===== src/rtl/mdio_pkg.sv =====
// Shared MDIO frame constants, FSM state type and frame builder for the Clause-22 initiator.
package mdio_pkg;

    localparam logic [1:0] ST_CODE = 2'b01;
    localparam logic [1:0] OP_WR   = 2'b01;
    localparam logic [1:0] OP_RD   = 2'b10;

    localparam int PRE_LEN = 32;
    localparam int HDR_LEN = 14;
    localparam int TA_LEN  = 2;
    localparam int DAT_LEN = 16;

    // Last frame position (0..63) of each field, counted from the first preamble bit.
    localparam logic [5:0] POS_PRE_END = 6'(PRE_LEN - 1);
    localparam logic [5:0] POS_HDR_END = 6'(PRE_LEN + HDR_LEN - 1);
    localparam logic [5:0] POS_TA_END  = 6'(PRE_LEN + HDR_LEN + TA_LEN - 1);
    localparam logic [5:0] POS_DAT_END = 6'(PRE_LEN + HDR_LEN + TA_LEN + DAT_LEN - 1);
    localparam logic [5:0] POS_SKIP    = 6'(PRE_LEN);

    typedef enum logic [2:0] {
        S_IDLE,
        S_PRE,
        S_HDR,
        S_TA,
        S_DATA,
        S_DONE
    } state_t;

    // Reads leave TA/DATA at zero; those bits are never driven on the pin.
    function automatic logic [63:0] build_frame(input logic        wr,
                                                input logic [4:0]  phyad,
                                                input logic [4:0]  regad,
                                                input logic [15:0] wdat);
        logic [1:0]  op;
        logic [1:0]  ta;
        logic [15:0] dat;
        op  = wr ? OP_WR : OP_RD;
        ta  = wr ? 2'b10 : 2'b00;
        dat = wr ? wdat  : 16'h0000;
        build_frame = {{PRE_LEN{1'b1}}, ST_CODE, op, phyad, regad, ta, dat};
    endfunction

endpackage


===== src/rtl/mdio_clkgen.sv =====
// MDC generator: DIV-cycle half-period counter, MDC register and one-cycle rise/fall strobes.
// Strobes are asserted in the cycle before the edge on which MDC toggles; disabled means MDC low.
module mdio_clkgen
    import mdio_pkg::*;
#(
    parameter int DIV = 25
) (
    input  logic i_tclk,
    input  logic i_arstn,
    input  logic i_en,
    input  logic i_clr,
    output logic o_mdc,
    output logic o_mdc_rise,
    output logic o_mdc_fall
);

    localparam int            CW      = (DIV > 1) ? $clog2(DIV) : 1;
    localparam logic [CW-1:0] CNT_MAX = CW'(DIV - 1);

    logic [CW-1:0] r_cnt;
    logic          r_mdc;
    logic          w_wrap;

    assign w_wrap     = i_en && (r_cnt == CNT_MAX);
    assign o_mdc_rise = w_wrap && !r_mdc;
    assign o_mdc_fall = w_wrap &&  r_mdc;
    assign o_mdc      = r_mdc;

    always_ff @(posedge i_tclk or negedge i_arstn) begin
        if (!i_arstn) begin
            r_cnt <= '0;
            r_mdc <= 1'b0;
        end else if (i_clr || !i_en) begin
            r_cnt <= '0;
            r_mdc <= 1'b0;
        end else if (w_wrap) begin
            r_cnt <= '0;
            r_mdc <= ~r_mdc;
        end else begin
            r_cnt <= r_cnt + CW'(1);
        end
    end

endmodule


===== src/rtl/mdio_master.sv =====
// Clause-22 MDIO initiator: one command per 64-bit frame, RSP_VALID pulse 128*DIV+1 cycles after accept.
// Build macro MDIO_PREAMBLE_SUPPRESS_EN: frames after the first since reset omit the 32-bit preamble.
module mdio_master
    import mdio_pkg::*;
#(
    parameter int DIV = 25
) (
    input  logic        i_tclk,
    input  logic        i_arstn,
    input  logic        i_cmd_valid,
    output logic        o_cmd_ready,
    input  logic        i_cmd_wr,
    input  logic [4:0]  i_cmd_phyad,
    input  logic [4:0]  i_cmd_regad,
    input  logic [15:0] i_cmd_wdat,
    output logic        o_rsp_valid,
    output logic [15:0] o_rsp_rdat,
    output logic        o_rsp_err,
    output logic        o_mdc,
    input  logic        i_mdioi,
    output logic        o_mdioo,
    output logic        o_mdioe
);

    state_t      r_state, w_next;
    logic        w_accept, w_clk_en, w_rise, w_fall, w_skip, w_short, w_sync;
    logic        r_sync1, r_sync2, r_wr, r_ta_err, r_mdioe;
    logic        r_rsp_valid, r_rsp_err;
    logic [5:0]  r_bit_cnt, w_pos;
    logic [63:0] r_shift, w_frame;
    logic [15:0] r_rdat, r_rsp_rdat;

`ifdef MDIO_PREAMBLE_SUPPRESS_EN
    logic r_pre_sent, r_short;

    always_ff @(posedge i_tclk or negedge i_arstn) begin
        if (!i_arstn) begin
            r_pre_sent <= 1'b0;
            r_short    <= 1'b0;
        end else begin
            if (r_state == S_DONE)
                r_pre_sent <= 1'b1;
            if (w_accept)
                r_short <= r_pre_sent;
        end
    end

    assign w_skip  = r_pre_sent;
    assign w_short = r_short;
`else
    assign w_skip  = 1'b0;
    assign w_short = 1'b0;
`endif

    // Short frames start at the header, so the transmitted-bit counter is offset into frame positions.
    assign w_pos   = r_bit_cnt + (w_short ? POS_SKIP : 6'd0);
    assign w_frame = build_frame(i_cmd_wr, i_cmd_phyad, i_cmd_regad, i_cmd_wdat);
    assign w_sync  = r_sync2;

    mdio_clkgen #(
        .DIV (DIV)
    ) u_clkgen (
        .i_tclk     (i_tclk),
        .i_arstn    (i_arstn),
        .i_en       (w_clk_en),
        .i_clr      (w_accept),
        .o_mdc      (o_mdc),
        .o_mdc_rise (w_rise),
        .o_mdc_fall (w_fall)
    );

    always_ff @(posedge i_tclk or negedge i_arstn) begin
        if (!i_arstn)
            r_state <= S_IDLE;
        else
            r_state <= w_next;
    end

    always_comb begin
        w_next      = r_state;
        o_cmd_ready = 1'b0;
        w_accept    = 1'b0;
        w_clk_en    = 1'b0;
        case (r_state)
            S_IDLE: begin
                o_cmd_ready = 1'b1;
                if (i_cmd_valid) begin
                    w_accept = 1'b1;
                    w_next   = w_skip ? S_HDR : S_PRE;
                end
            end
            S_PRE: begin
                w_clk_en = 1'b1;
                if (w_fall && w_pos == POS_PRE_END)
                    w_next = S_HDR;
            end
            S_HDR: begin
                w_clk_en = 1'b1;
                if (w_fall && w_pos == POS_HDR_END)
                    w_next = S_TA;
            end
            S_TA: begin
                w_clk_en = 1'b1;
                if (w_fall && w_pos == POS_TA_END)
                    w_next = S_DATA;
            end
            S_DATA: begin
                w_clk_en = 1'b1;
                if (w_fall && w_pos == POS_DAT_END)
                    w_next = S_DONE;
            end
            S_DONE:  w_next = S_IDLE;
            default: w_next = S_IDLE;
        endcase
    end

    always_ff @(posedge i_tclk or negedge i_arstn) begin
        if (!i_arstn) begin
            r_sync1 <= 1'b1;
            r_sync2 <= 1'b1;
        end else begin
            r_sync1 <= i_mdioi;
            r_sync2 <= r_sync1;
        end
    end

    // MDIOO is the MSB of the shift register; the zero fill leaves the pin low once the frame is out.
    always_ff @(posedge i_tclk or negedge i_arstn) begin
        if (!i_arstn) begin
            r_wr        <= 1'b0;
            r_bit_cnt   <= '0;
            r_shift     <= '0;
            r_mdioe     <= 1'b0;
            r_ta_err    <= 1'b0;
            r_rdat      <= '0;
            r_rsp_valid <= 1'b0;
            r_rsp_err   <= 1'b0;
            r_rsp_rdat  <= '0;
        end else begin
            r_rsp_valid <= (r_state == S_DONE);
            if (w_accept) begin
                r_wr      <= i_cmd_wr;
                r_bit_cnt <= '0;
                r_shift   <= w_skip ? {w_frame[31:0], 32'h0} : w_frame;
                r_mdioe   <= 1'b1;
                r_ta_err  <= 1'b0;
            end
            if (w_fall) begin
                r_shift <= {r_shift[62:0], 1'b0};
                if (w_pos != POS_DAT_END)
                    r_bit_cnt <= r_bit_cnt + 6'd1;
                if (w_pos == POS_DAT_END || (!r_wr && w_pos == POS_HDR_END))
                    r_mdioe <= 1'b0;
            end
            if (w_rise && !r_wr) begin
                if (r_state == S_TA && w_pos == POS_TA_END)
                    r_ta_err <= w_sync;
                if (r_state == S_DATA)
                    r_rdat <= {r_rdat[14:0], w_sync};
            end
            if (r_state == S_DONE) begin
                r_rsp_err <= ~r_wr & r_ta_err;
                if (!r_wr)
                    r_rsp_rdat <= r_rdat;
            end
        end
    end

    assign o_mdioo     = r_shift[63];
    assign o_mdioe     = r_mdioe;
    assign o_rsp_valid = r_rsp_valid;
    assign o_rsp_rdat  = r_rsp_rdat;
    assign o_rsp_err   = r_rsp_err;

endmodule


===== config.mk =====
export PLATFORM = sky130hd
export DESIGN_NAME = mdio_master
export DESIGN_NICKNAME = d
export VERILOG_FILES = /design/src/rtl/mdio_pkg.sv /design/src/rtl/mdio_clkgen.sv /design/src/rtl/mdio_master.sv
export SDC_FILE = /design/constraint.sdc
export NUM_CORES = 1
export LEC_CHECK = 0
export ABC_AREA = 1
export BUFFER_PORTS_ARGS = -buffer_cell sky130_fd_sc_hd__buf_2
export CORE_UTILIZATION = 31
export CTS_CLUSTER_SIZE = 30
export DETAILED_ROUTE_END_ITERATION = 8
export HOLD_SLACK_MARGIN = 0.05
export PLACE_DENSITY = 0.54
export SLEW_MARGIN = 40
export SYNTH_ARGS = -nofsm -noshare
export SYNTH_HDL_FRONTEND = slang
export SYNTH_SLANG_ARGS = --single-unit

===== constraint.sdc =====
create_clock -name i_tclk -period 1.7 [get_ports i_tclk]
set_input_delay 0.17 -clock i_tclk [delete_from_list [all_inputs] [get_ports i_tclk]]
set_output_delay 0.17 -clock i_tclk [all_outputs]
set_load 0.03 [all_outputs]

# Word-level counts from Yosys, hierarchy flattened
# Cells that the tools add are included.
# Widths: inputs -> output; s select.
dict set report classes {
  n_reduce_logical 22
  n_eq_ne 16
  add_sub_neg 2
  bitwise 3
  muxes 28
}
# op count
set op_table {}
lappend op_table {{$mux 64} 2}
lappend op_table {{$eq 6x6->1 const B} 3}
lappend op_table {{$mux 6} 3}
lappend op_table {{$mux 16} 1}
lappend op_table {{$mux 3} 5}
lappend op_table {{$pmux 3 s5} 1}
lappend op_table {{$mux 1} 12}
lappend op_table {{$logic_and 1x1->1} 10}
lappend op_table {{$mux 5} 2}
lappend op_table {{$ne 2x2->1 const B} 5}
lappend op_table {{$add 6x1->6 const B} 1}
lappend op_table {{$eq 3x2->1 const B} 2}
lappend op_table {{$eq 3x3->1 const B} 2}
lappend op_table {{$eq 6x5->1 const B} 1}
lappend op_table {{$ne 6x6->1 const B} 1}
lappend op_table {{$add 5x1->5 const B} 1}
lappend op_table {{$eq 5x5->1 const B} 1}
lappend op_table {{$reduce_and 5->1} 1}
lappend op_table {{$mux 2} 2}
lappend op_table {{$reduce_and 2->1} 2}
lappend op_table {{$reduce_bool 2->1} 2}
lappend op_table {{$reduce_or 4->1} 1}
lappend op_table {{$eq 3x1->1 const B} 1}
lappend op_table {{$logic_not 1->1} 3}
lappend op_table {{other kinds (4)} 6}
dict set report totals {
  output_inout_bits 22
  elab_cells 85
  in_bits 31
  ff_bits 118
}

# Depth between registers and ports, before layout
# Gate-level depths: netlist of the first run.
dict set report depth {
  word_depth 8
  mapped_depth 11
  mapped_depth_nobuf 11
}

# Cells and area by module
# A second synthesis of the first run with hierarchy kept.
dict set report hier_totals {
  cells_unflattened 542
  hier_area_um2 5217.5
}
# module area_each_um2 instances seq_area_each_um2 cells_each
set by_module_without_submodules {}
lappend by_module_without_submodules {mdio_master 4849.7 1 2805.2 498}
lappend by_module_without_submodules {mdio_clkgen 367.9 1 150.1 44}

# Worst setup path before layout of the first run
# Ideal clock, no wire load.
dict set report synth_timing {
  path_kind {register to register}
  from {register u_clkgen.r_cnt[0]}
  to {register r_rdat[11]}
  arrival_time_ns 1.470
  path_buffers 1
  setup_time_ns 0.121
  synth_period_minus_slack_ns 1.591
  t_required_ns 1.579
  path_slack_ns 0.109
  stages_incl_launch_ff 11
  cell_sequence {dfrtp_1 -> inv_1 -> ha_1 -> nand4_1 -> nor2_4 -> nand2_1 -> nor2_2 -> nand2_1 -> buf_2 -> nand2_1 -> o21ai_1}
}
dict set report synth_via {
  elab_chain_cells 5
}
# element line_no
set synth_lines {}
lappend synth_lines {{from (decl)} mdio_clkgen.sv:20} ;# logic [CW-1:0] r_cnt;
lappend synth_lines {{from (signal assigned)} mdio_clkgen.sv:40} ;# r_cnt <= r_cnt + CW'(1);
lappend synth_lines {{$eq 5x5->1} mdio_clkgen.sv:24} ;# assign w_wrap = i_en && (r_cnt == CNT_MAX);
lappend synth_lines {{$logic_and 1x1->1} mdio_clkgen.sv:24}
lappend synth_lines {{$logic_and 1x1->1} mdio_clkgen.sv:25} ;# assign o_mdc_rise = w_wrap && !r_mdc;
lappend synth_lines {{$logic_and 1x1->1} mdio_master.sv:155} ;# if (w_rise && !r_wr) begin
lappend synth_lines {{$reduce_and 2->1 (no source line)} -}
lappend synth_lines {{to (signal assigned)} mdio_master.sv:159} ;# r_rdat <= {r_rdat[14:0], w_sync};
lappend synth_lines {{to (decl)} mdio_master.sv:31} ;# logic [15:0] r_rdat, r_rsp_rdat;
# Every way passes these cells.
# A chain may end at the register's enable or synchronous reset.

# Final worst setup path of the first run
dict set report layout_timing {
  from {register r_bit_cnt[0]}
  to {register r_state[1]}
}
dict set report layout_via {
  elab_chain_cells 4
  elab_cells_between_ends 13
  classes_between {eq/ne (8); reduce/logical (5)}
}
# element line_no
set layout_lines {}
lappend layout_lines {{from (decl)} mdio_master.sv:29} ;# logic [5:0] r_bit_cnt, w_pos;
lappend layout_lines {{from (signal assigned)} mdio_master.sv:151} ;# r_bit_cnt <= r_bit_cnt + 6'd1;
lappend layout_lines {{$eq 6x6->1 (tied with other cells)} mdio_master.sv:109} ;# if (w_fall && w_pos == POS_DAT_END)
lappend layout_lines {{$logic_and 1x1->1 (on tied branches)} -}
lappend layout_lines {{$ne 2x2->1 (no source line)} -}
lappend layout_lines {{$reduce_and 5->1 (no source line) (*)} -}
lappend layout_lines {{to (signal assigned)} mdio_master.sv:76} ;# r_state <= w_next;
lappend layout_lines {{to (decl)} mdio_master.sv:25} ;# state_t r_state, w_next;
# Mark *: on every way between the ends. The rest lies on a longest branch, timed or not.

==> results_dict.tcl, run 1 <==
set metrics [dict create \
    status "complete, but fails checks" \
    failed_checks "negative setup slack" \
    grt_remaining_overflow 0 \
    layout_commonest_cell "dfrtp_1" \
    final_cell_mix "114 x dfrtp_1, 99 x inv_1, 66 x nand2_1" \
    antenna_left 0 \
    finalMaxSlewViolations 0 \
    reg2reg_depth 10 \
    dr.pass1.iters 4 \
    worstPathRequired_ns 2.04 \
    r2r_slack_ns -0.04 \
    cts_buffers 17 \
    critPathLaunch "r_bit_cnt[0]$_DFF_PN0_" \
    critPathMaxStageDelay_ns 0.35 \
    synthFlopType "dfrtp_1" \
    grt_pass1_wl_um 17600 \
    clk_latency_ns 0.41 \
    drc 0 \
    worst_pin_slew_ns 0.386 \
    antenna_found_initial 0 \
    syn-num-nets 545 \
    slowest_stage "dfrtp_1" \
    fin_skew_ns 0.00878 \
    die_area_um2 16500 \
    totalWireLength_um 11000 \
    final_cells 849 \
    synth_edf_count 0 \
    root_buffer "clkbuf_16" \
    nNetsFinal 661 \
    async_reset_ff_share_pct 100 \
    htreeDepth 4 \
    routed_via_density 4.58 \
    synth_cell_types 35 \
    coreArea_um2 15400 \
    setup.worst_path.class "flop to flop" \
    boundaryPins 53 \
    io_buffers 52 \
    ys_seq_area_share_pct 59.8 \
    r2r-end "r_state[1]$_DFFE_PN0P_" \
    slew_headroom_pct 74.3 \
    fin_crit_sh_pct 103 \
    rsz0062_at_grt "yes" \
    gp_congestion 0.782 \
    wl_per_cell_um 13.0 \
    place_hpwl_um 6750 \
    final_core_util_pct 45.9 \
    first_global_vias 3816 \
    grt_max_degree 45 \
    drt-initial-drc-count 166 \
    cts_sinks 118 \
    worstReg2RegStart "r_bit_cnt[0]$_DFF_PN0_" \
    drive_above_1_share_pct 30.9 \
    clock.fmax_mhz 573 \
    end_kind "flop" \
    vdd_drop_max_v 0.000776 \
    fin_crit_ns 1.74 \
    startpoint_type "flop" \
    fillers 1441 \
    fin_setup_tns_ns -0.124 \
    ys_ff_latch 118 \
    yosys_warnings 0 \
    cp-endpoint "r_state[1]$_DFFE_PN0P_" \
    dp.cells 784 \
    crit_chain "ha_1, nand3_1, buf_4, nor2_1, nand3_2, nand2_2, nand2_2, nor2_4, nand3_1, nand2_1" \
    setup_viol_count_final 5 \
    cts_tree "built" \
    die_w_um 128 \
    fin_ws_ns -0.0439 \
    regArea_um2 2960 \
    worstPathMaxFanout 3 \
    syn2layout_area_growth_pct 42.8 \
    netlist_area_um2 4940 \
    routed-via-count 3892 \
    grt_util_all_layers_pct 13.8 \
    initial_core_util_pct 32.2 \
    path_clk_slew_ns 0.05 \
    clockBufferDepth 2 \
    drv_cap 0 \
    fp-row-count 45 \
    multiInputGateArea_um2 1770 \
    synth.avg_cell_area_um2 9.69 \
    cp_data_arrival_time_ns 2.08 \
    n_antenna_cell 0 \
    fp.dieH_um 128 \
    worstHoldPathType "input pin to flop" \
    leakage_nw 3.29 \
    hold_viol_final 0 \
    syn-instance-count 510 \
    power_density_nw_per_um2 1340 \
]
==> power by group <==
part	internal [W]	leakage (nW)	total, W	switching [W]
Combinational	0.000994	1.57	0.00232	0.00132
Clock	0.00256	0.303	0.00377	0.00121
Sequential	0.00322	1.42	0.00340	0.000185
==> critical path: cells and delay by family, from the launching register on <==
kind	cells	cell delay, ns
simple gates	8	0.96
flops	1	0.35
fa+ha+maj	1	0.20
buf+inv	1	0.17
==> per-stage QoR <==
stage / cell area (µm²) / total power (W) / hold WS, ns / setup WS, ns
5_1_grt: 7060 / 0.0100 / 0.231 / -0.169
3_3_place_gp: 5690 / 0.00511 / 0.120 / 0.0393
3_5_place_dp: 5690 / 0.00519 / 0.121 / -0.00652
4_1_cts: 6610 / 0.00912 / 0.209 / -0.00827
6_report: 7060 / 0.00949 / 0.202 / -0.0439
2_1_floorplan: 4940 / 0.00454 / -0.126 / 0.109
==> area by class of cell <==
class | count | share of cell area, %
repair buffers | 122 | 14.7
flip-flops and latches | 118 | 41.9
well taps | 211 | 3.74
inverters | 104 | 5.67
multi-input cells | 263 | 25.1
clock buffers | 23 | 6.77
clock inverters | 8 | 2.07
==> timing repair <==
item / CTS / global route
pin swaps: 2 / 12
setup buffers: 1 / 1
hold buffers: 28 / 0
setup endpoints to repair: 7 / 95
cloned: 0 / 4
resized for setup: 4 / 84
hold endpoints to repair: 80 / 0
==> metal layers <==
| metal | GRT usage [%] | share of wire [%] |
|---|---|---|
| met2 | 22.1 | 50 |
| met4 | 5.33 | 2.0 |
| met1 | 17.2 | 45 |
| met3 | 4.51 | 3.5 |
| met5 | 0 | 0 |
==> flip-flops by register name, indices dropped and copies added (netlist names), 3 cells and up <==
signal and cells:
r_shift 64, u_clkgen.r_cnt 5, r_bit_cnt 6, r_state 3
r_rdat 16, o_rsp_rdat 16
==> kinds of logic after synthesis <==
kind of cell / Yosys count / synth area share (%)
AOI/OAI and AO/OA: 116 / 15.5
DFF: 118 / 59.8
buffers and inverters: 129 / 10.5
muxes: 1 / 0.228
xor gates and xnor gates: 4 / 0.709
and+or+nand+nor: 138 / 12.2
adders and majority gates: 4 / 1.01
==> cells in the mapped netlist (all sizes together) (2+ instances only) <==
master    n  area share, %
a22oi    31            4.7
nor2     17            1.5
xnor2     2           0.35
clkbuf    8           0.61
nand3    36            3.6
dfstp     2            1.1
nand4     3           0.38
o21ai    46            4.7
xor2      2           0.35
or2       2           0.25
o22ai     3           0.38
buf      17            2.0
nor3      4           0.40
a21oi     5           0.51
nand2    76            6.0
ha        4            1.0
o221ai   22            3.9
o211ai    4           0.61
dfrtp   116             59
inv     104            7.9
==> how the worst min path moves through the flow <==
stage	start	endpoint	slack [ns]	cells past startpoint
after global routing	i_cmd_wr	r_shift[1]$_DFFE_PN0P_	0.23	3
after global placement	i_arstn	r_state[1]$_DFFE_PN0P_	0.12	1
after floorplan	i_arstn	o_mdioe$_DFF_PN0_	-0.13	0
after CTS	i_cmd_valid	r_state[0]$_DFFE_PN0P_	0.21	6
final	i_cmd_valid	r_state[0]$_DFFE_PN0P_	0.20	6
after detailed placement	i_arstn	r_state[1]$_DFFE_PN0P_	0.12	1
Note: power is estimated with default switching activity, not from simulation.
==> run 2, diff against run 1 <==
--- a/config.mk
+++ b/config.mk
@@ -5,13 +5,11 @@
 export SDC_FILE = /design/constraint.sdc
 export NUM_CORES = 1
 export LEC_CHECK = 0
-export ABC_AREA = 1
 export BUFFER_PORTS_ARGS = -buffer_cell sky130_fd_sc_hd__buf_2
 export CORE_UTILIZATION = 31
 export CTS_CLUSTER_SIZE = 30
 export DETAILED_ROUTE_END_ITERATION = 8
 export HOLD_SLACK_MARGIN = 0.05
-export PLACE_DENSITY = 0.54
 export SLEW_MARGIN = 40
 export SYNTH_ARGS = -nofsm -noshare
 export SYNTH_HDL_FRONTEND = slang
==> run 2 against run 1 <==
The run still ends with negative setup slack left. Sequential power shrank 16%. Critical path type unchanged. Synthesized cell count decreased by 23%. Clock power is 4% higher. Critical endpoint is now r_rdat[6]$_DFFE_PN0P_. Global-route usage fell by 0.39 points. Critical path depth is 5 lower. Sequential share of layout area rose by 0.34 points. Flip-flop and latch count unchanged. Final area shrank 0.85%. Largest power group unchanged.
==> results_dict.tcl, run 2 <==
set metrics [dict create \
    async_reset_ff_share_pct 100 \
    p_sw_w 0.00145 \
    worst-path-buf-inv 1 \
    gr-usage-met3_pct 4.42 \
    slowest_stage "or4_4" \
    top_usage_layer "met2" \
    switching_share_pct 20.6 \
    end_kind "flop" \
    synth_xor_area_share_pct 0.710 \
    netlist_area_um2 4930 \
    whs_ns 0.256 \
    synthMostInstantiatedCell "dfrtp_1" \
    yosys.area_share.simple_pct 6.85 \
    drive_above_1_share_pct 36.8 \
    fin_crit_ns 1.72 \
    fp-row-count 45 \
    cts_sinks 118 \
    r2r_slack_ns -0.02 \
    synth_edf_count 0 \
    grt_util_all_layers_pct 13.4 \
    nNetsFinal 554 \
    boundaryPins 53 \
    failed_checks "negative setup slack" \
    die_area_um2 16400 \
    htreeDepth 4 \
    gp_congestion 0.782 \
    die_w_um 128 \
    antenna_left 0 \
    setup.worst_path.class "flop to flop" \
    layout_commonest_cell "dfrtp_1" \
    synth_common_cells "116 x dfrtp_1, 36 x inv_1, 33 x o22a_1, 29 x o21ai_0, 25 x a22oi_1" \
    power.internal_w 0.00557 \
    yosys_warnings 0 \
    cts_tree "built" \
    rsz0062_at_grt "yes" \
    worstReg2RegStart "u_clkgen.r_cnt[1]$_DFF_PN0_" \
    drt-initial-drc-count 142 \
    syn2layout_area_growth_pct 41.9 \
    use_met1_pct 16.9 \
    placed_area_um2 5680 \
    finalMaxSlewViolations 0 \
    synth_cell_types 52 \
    crit_chain "inv_2, ha_4, nand4b_4, or4_4, mux2_4" \
    critPathMaxStageDelay_ns 0.54 \
    largest_register "r_shift" \
    ys_ff_latch 118 \
    routed_via_density 4.74 \
    root_buffer "clkbuf_16" \
    grt_remaining_overflow 0 \
    final_cell_area_um2 7000 \
    power_w 0.00702 \
    synthTopCellsByArea "dfrtp_1 59%, o22a_1 5.9%, mux2_2 5.0%" \
    synth_area_leader_cell "dfrtp_1" \
    setup_viol_count_final 12 \
    largest_reg_flops 64 \
    synth_top_area_share_pct 58.9 \
    vdd_drop_max_v 0.000927 \
    routed-via-count 3520 \
    cp_data_arrival_time_ns 2.01 \
    initial_core_util_pct 32.1 \
    first_global_vias 3513 \
    grt_pass1_wl_um 17000 \
    synth.avg_cell_area_um2 12.6 \
    p_seq_share_pct 40.9 \
    clock.fmax_mhz 583 \
    worstHoldPathType "input pin to asynchronous set/reset pin" \
    clockBufferDepth 2 \
    totalWireLength_um 10600 \
    p_clk_share_pct 55.9 \
    synthAdderAreaFrac_pct 1.01 \
    wl_per_cell_um 14.2 \
    dr.pass1.iters 6 \
    syn-instance-count 391 \
    fin_ws_ns -0.0162 \
    synth_compound_area_share_pct 16.8 \
    worstPathMaxFanout 8 \
    muxShareOfSynthArea_pct 8.88 \
    synth_top_family_by_area "compound AO/OA/AOI/OAI gates" \
    fp.dieH_um 128 \
    clk_latency_ns 0.41 \
    startpoint_type "flop" \
    coreArea_um2 15400 \
    final_cell_mix "115 x dfrtp_1, 50 x buf_2, 33 x inv_1, 33 x o22a_1, 33 x buf_4" \
    cp_top_family "simple AND/OR/NAND/NOR gates" \
    io_buffers 52 \
    ys_seq_area_share_pct 59.9 \
    leakage_nw 3.40 \
    fin_crit_sh_pct 101 \
    status "complete, but fails checks" \
    n_antenna_cell 0 \
    path_clk_slew_ns 0.05 \
    cts_buffers 17 \
    synthFlopType "dfrtp_1" \
    worst_pin_slew_ns 0.480 \
    use_met2_pct 21.1 \
    fillers 1371 \
    grt_max_degree 47 \
    drc 0 \
    reg2reg_depth 5 \
    fin_skew_ns 0.00757 \
    power_density_nw_per_um2 1000 \
    syn-num-nets 426 \
    worstPathRequired_ns 1.99 \
    antenna_found_initial 0 \
    r2r-end "r_rdat[6]$_DFFE_PN0P_" \
    slew_headroom_pct 68.0 \
    hold_viol_final 0 \
    final_core_util_pct 45.5 \
    comb_power_share_pct 3.2 \
    drv_cap 0 \
    place_hpwl_um 6340 \
]
## run 2: cell types whose count changed after synthesis, moves of 10 or more
cell	delta
mux2_2	+21
mux2_4	+10
o22a_1	+32
o221ai_1	-20
nand3_1	-32
inv_1	-64
nand2_1	-62
o21ai_1	-18
## run 2: power groups by stage
| stage | registers, W | clock network (W) | logic, W |
|---|---|---|---|
| 2_1_floorplan | 0.00291 | 0 | 0.0000529 |
| 3_3_place_gp | 0.00291 | 0 | 0.000170 |
| 3_5_place_dp | 0.00292 | 0 | 0.000176 |
| 4_1_cts | 0.00287 | 0.00400 | 0.000226 |
| 5_1_grt | 0.00287 | 0.00414 | 0.000256 |
| 6_report | 0.00287 | 0.00392 | 0.000226 |
## run 2: routing by layer
metal | wire [µm] | part of all wire, %
met4 | 172 | 1.6
met5 | 0 | 0
met1 | 5100 | 48
met2 | 5000 | 47
met3 | 285 | 2.7
## run 2: kinds of logic after synthesis
logic type	after synthesis
buffers and inverters	59
adders and majority gates	4
AOI/OAI and AO/OA	114
and+or+nand+nor	56
xor gates and xnor gates	4
DFF	118
muxes	36
## run 2: cell type report
type	instances	area, µm²	share of cell area, %
clock buffer	17	425	6.08
clock inverter	15	229	3.27
inverter	36	139	1.98
multi-input combinational	216	1820	26.1
sequential	118	2960	42.2
tap	211	264	3.77
timing repair buffer	130	1160	16.6
## run 2: stage by stage
step	setup TNS, ns	setup WS [ns]	cells
after CTS	-0.562	-0.0645	732
after detailed placement	-2.82	-0.105	668
after global placement	-2.01	-0.0880	668
after global routing	-1.87	-0.0619	743
after floorplan	-2.20	-0.160	391
final	-0.0966	-0.0162	743
## run 2: worst max-delay path by stage
stage | from | to | slack [ns] | cells past startpoint
finish | u_clkgen.r_cnt[1]$_DFF_PN0_ | r_rdat[6]$_DFFE_PN0P_ | -0.02 | 5
detailed placement | u_clkgen.r_cnt[1]$_DFF_PN0_ | r_bit_cnt[5]$_DFF_PN0_ | -0.10 | 7
floorplan | u_clkgen.r_cnt[0]$_DFF_PN0_ | r_rdat[10]$_DFFE_PN0P_ | -0.16 | 7
CTS | u_clkgen.r_cnt[1]$_DFF_PN0_ | r_rdat[6]$_DFFE_PN0P_ | -0.06 | 5
global placement | u_clkgen.r_cnt[1]$_DFF_PN0_ | r_bit_cnt[5]$_DFF_PN0_ | -0.09 | 7
global route | u_clkgen.r_cnt[0]$_DFF_PN0_ | r_rdat[6]$_DFFE_PN0P_ | -0.06 | 5
## run 2: timing repair
item,in CTS,in global routing
cloned,2,8
pin swaps,1,35
buffers inserted,2,3
resized for setup,11,26
hold buffers,28,0
hold endpoints to repair,58,0
setup endpoints to repair,81,103
==> run 3, diff against run 2 <==
--- a/config.mk
+++ b/config.mk
@@ -6,10 +6,13 @@
 export NUM_CORES = 1
 export LEC_CHECK = 0
 export BUFFER_PORTS_ARGS = -buffer_cell sky130_fd_sc_hd__buf_2
-export CORE_UTILIZATION = 31
+export CELL_PAD_IN_SITES_DETAIL_PLACEMENT = 0
+export CELL_PAD_IN_SITES_GLOBAL_PLACEMENT = 1
+export CORE_UTILIZATION = 47
 export CTS_CLUSTER_SIZE = 30
 export DETAILED_ROUTE_END_ITERATION = 8
 export HOLD_SLACK_MARGIN = 0.05
+export PLACE_DENSITY_LB_ADDON = 0.1
 export SLEW_MARGIN = 40
 export SYNTH_ARGS = -nofsm -noshare
 export SYNTH_HDL_FRONTEND = slang
==> run 3 against run 2 <==
The flow still finishes with violations (negative setup slack). Clock power down 15%. Register-to-register slack worse by 0.099 ns. First-iteration DRC count down 4.9%. Maximum frequency down 5.4%. Final cell count down 7.7%. Clock skew up 0.0028 ns. Critical path depth up 2. Largest power group unchanged. Highest routed layer unchanged.
==> results_dict.tcl, run 3 (synthesis results as in run 2) <==
set metrics [dict create \
    fillers 700 \
    dr.pass1.iters 4 \
    grt_remaining_overflow 0 \
    antenna_left 0 \
    worst-path-buf-inv 3 \
    drive_above_1_share_pct 44.7 \
    place_hpwl_um 6250 \
    path_clk_slew_ns 0.06 \
    fp.dieH_um 104 \
    clk_latency_ns 0.52 \
    grt_pass1_wl_um 19200 \
    setup_viol_count_final 92 \
    htreeDepth 4 \
    routed_via_density 5.34 \
    fin_crit_ns 1.81 \
    die_w_um 104 \
    whs_ns 0.127 \
    clockBufferDepth 2 \
    cp-endpoint "r_bit_cnt[5]$_DFF_PN0_" \
    cts_tree "built" \
    final_core_util_pct 71.2 \
    clock.fmax_mhz 551 \
    startpoint_type "flop" \
    routed-via-count 3661 \
    critPathMaxStageDelay_ns 0.43 \
    nNetsFinal 572 \
    initial_core_util_pct 48.2 \
    largest_reg_flops 64 \
    cp_top_family "simple AND/OR/NAND/NOR gates" \
    failed_checks "negative setup slack" \
    fin_setup_tns_ns -4.74 \
    antenna_found_initial 0 \
    fin_crit_sh_pct 107 \
    root_buffer "clkbuf_8" \
    worstHoldPathType "input pin to asynchronous set/reset pin" \
    cts_sinks 118 \
    n_antenna_cell 0 \
    final_cells 686 \
    coreArea_um2 10200 \
    drc 0 \
    setup.worst_path.class "flop to flop" \
    slowest_stage "dfrtp_1" \
    reg2reg_depth 7 \
    dp.cells 599 \
    totalWireLength_um 11700 \
    cts_buffers 17 \
    critPathLaunch "r_state[1]$_DFFE_PN0P_" \
    leakage_nw 3.50 \
    grt_util_all_layers_pct 22.8 \
    regArea_um2 2960 \
    first_global_vias 3832 \
    fin_ws_ns -0.115 \
    crit_chain "or3_4, buf_6, and4_4, buf_12, buf_6, and4_1, nor3_2" \
    fp-row-count 37 \
    cp_data_arrival_time_ns 2.25 \
    path_common_cell "buf_6" \
    status "complete, but fails checks" \
    worstReg2RegStart "r_state[1]$_DFFE_PN0P_" \
    die_area_um2 10900 \
    gp_congestion 0.793 \
    hold_viol_final 0 \
    drt-initial-drc-count 135 \
    worstPathMaxFanout 9 \
    syn2layout_area_growth_pct 47.6 \
    slew_headroom_pct 73.5 \
    end_kind "flop" \
    drv_cap 0 \
    rsz0062_at_grt "yes" \
    multiInputGateArea_um2 2020 \
    grt_max_degree 42 \
    final_cell_mix "116 x dfrtp_1, 50 x buf_2, 38 x buf_4" \
    power_density_nw_per_um2 888 \
    path_depth 7 \
    worst_pin_slew_ns 0.398 \
    r2r-end "r_bit_cnt[5]$_DFF_PN0_" \
    fin_skew_ns 0.0104 \
    r2r_slack_ns -0.11 \
    worstPathRequired_ns 2.14 \
    wl_per_cell_um 17.0 \
    layout_commonest_cell "dfrtp_1" \
    vdd_drop_max_v 0.000821 \
    boundaryPins 53 \
    io_buffers 52 \
    largest_register "r_shift" \
    finalMaxSlewViolations 0 \
]
-- run 3: metrics by stage --
stage | setup slack, ns | instance area, µm² | total power (W)
after floorplan | -0.160 | 5010 | 0.00296
after global placement | -0.0597 | 5630 | 0.00309
after detailed placement | -0.0993 | 5630 | 0.00309
after CTS | -0.114 | 6970 | 0.00649
after global routing | -0.162 | 7280 | 0.00669
final | -0.115 | 7280 | 0.00646
-- run 3: worst register-to-register path, stage by stage (launching register included) --
cell and delay (ns):
dfrtp_1 0.43, or3_4 0.36, buf_6 0.13, and4_4 0.21, buf_12 0.15, buf_6 0.12
and4_1 0.17, nor3_2 0.17
-- run 3: routing by layer --
metal	GRT usage (%)	share of wire, %
met5	0	0
met1	29.9	45
met2	36.9	51
met3	6.52	2.9
met4	6.73	1.6
-- run 3: what timing repair did --
item / in CTS / in global routing
hold buffers: 28 / 0
buffers inserted: 12 / 4
gates cloned: 6 / 6
resized for setup: 57 / 38
pin swaps: 17 / 23
endpoints found under the hold margin: 145 / 0
endpoints found under the setup margin: 80 / 108
-- run 3: where the power goes --
group	total, W	switching (W)	internal (W)
logic	0.000250	0.000118	0.000131
clock network	0.00334	0.00129	0.00205
registers	0.00287	0.0000256	0.00285
total	0.00646	0.00144	0.00503
-- run 3: cell type report --
| cell class | instances | share of cell area [%] |
|---|---|---|
| multi-input combinational | 215 | 27.7 |
| sequential | 118 | 40.6 |
| clock inverter | 11 | 1.36 |
| tap | 136 | 2.34 |
| inverter | 36 | 1.94 |
| clock buffer | 21 | 6.31 |
| timing repair buffer | 149 | 19.7 |
-- run 3: how the worst min path moves through the flow --
| stage | endpoint | slack [ns] | depth (start not counted) |
|---|---|---|---|
| after CTS | r_bit_cnt[1]$_DFF_PN0_ | 0.09 | 4 |
| after floorplan | o_mdioe$_DFF_PN0_ | -0.13 | 0 |
| after global routing | r_bit_cnt[1]$_DFF_PN0_ | 0.14 | 4 |
| after detailed placement | r_state[2]$_DFFE_PN0P_ | 0.13 | 1 |
| after global placement | r_state[2]$_DFFE_PN0P_ | 0.13 | 1 |
| final | r_shift[24]$_DFFE_PN0P_ | 0.13 | 2 |
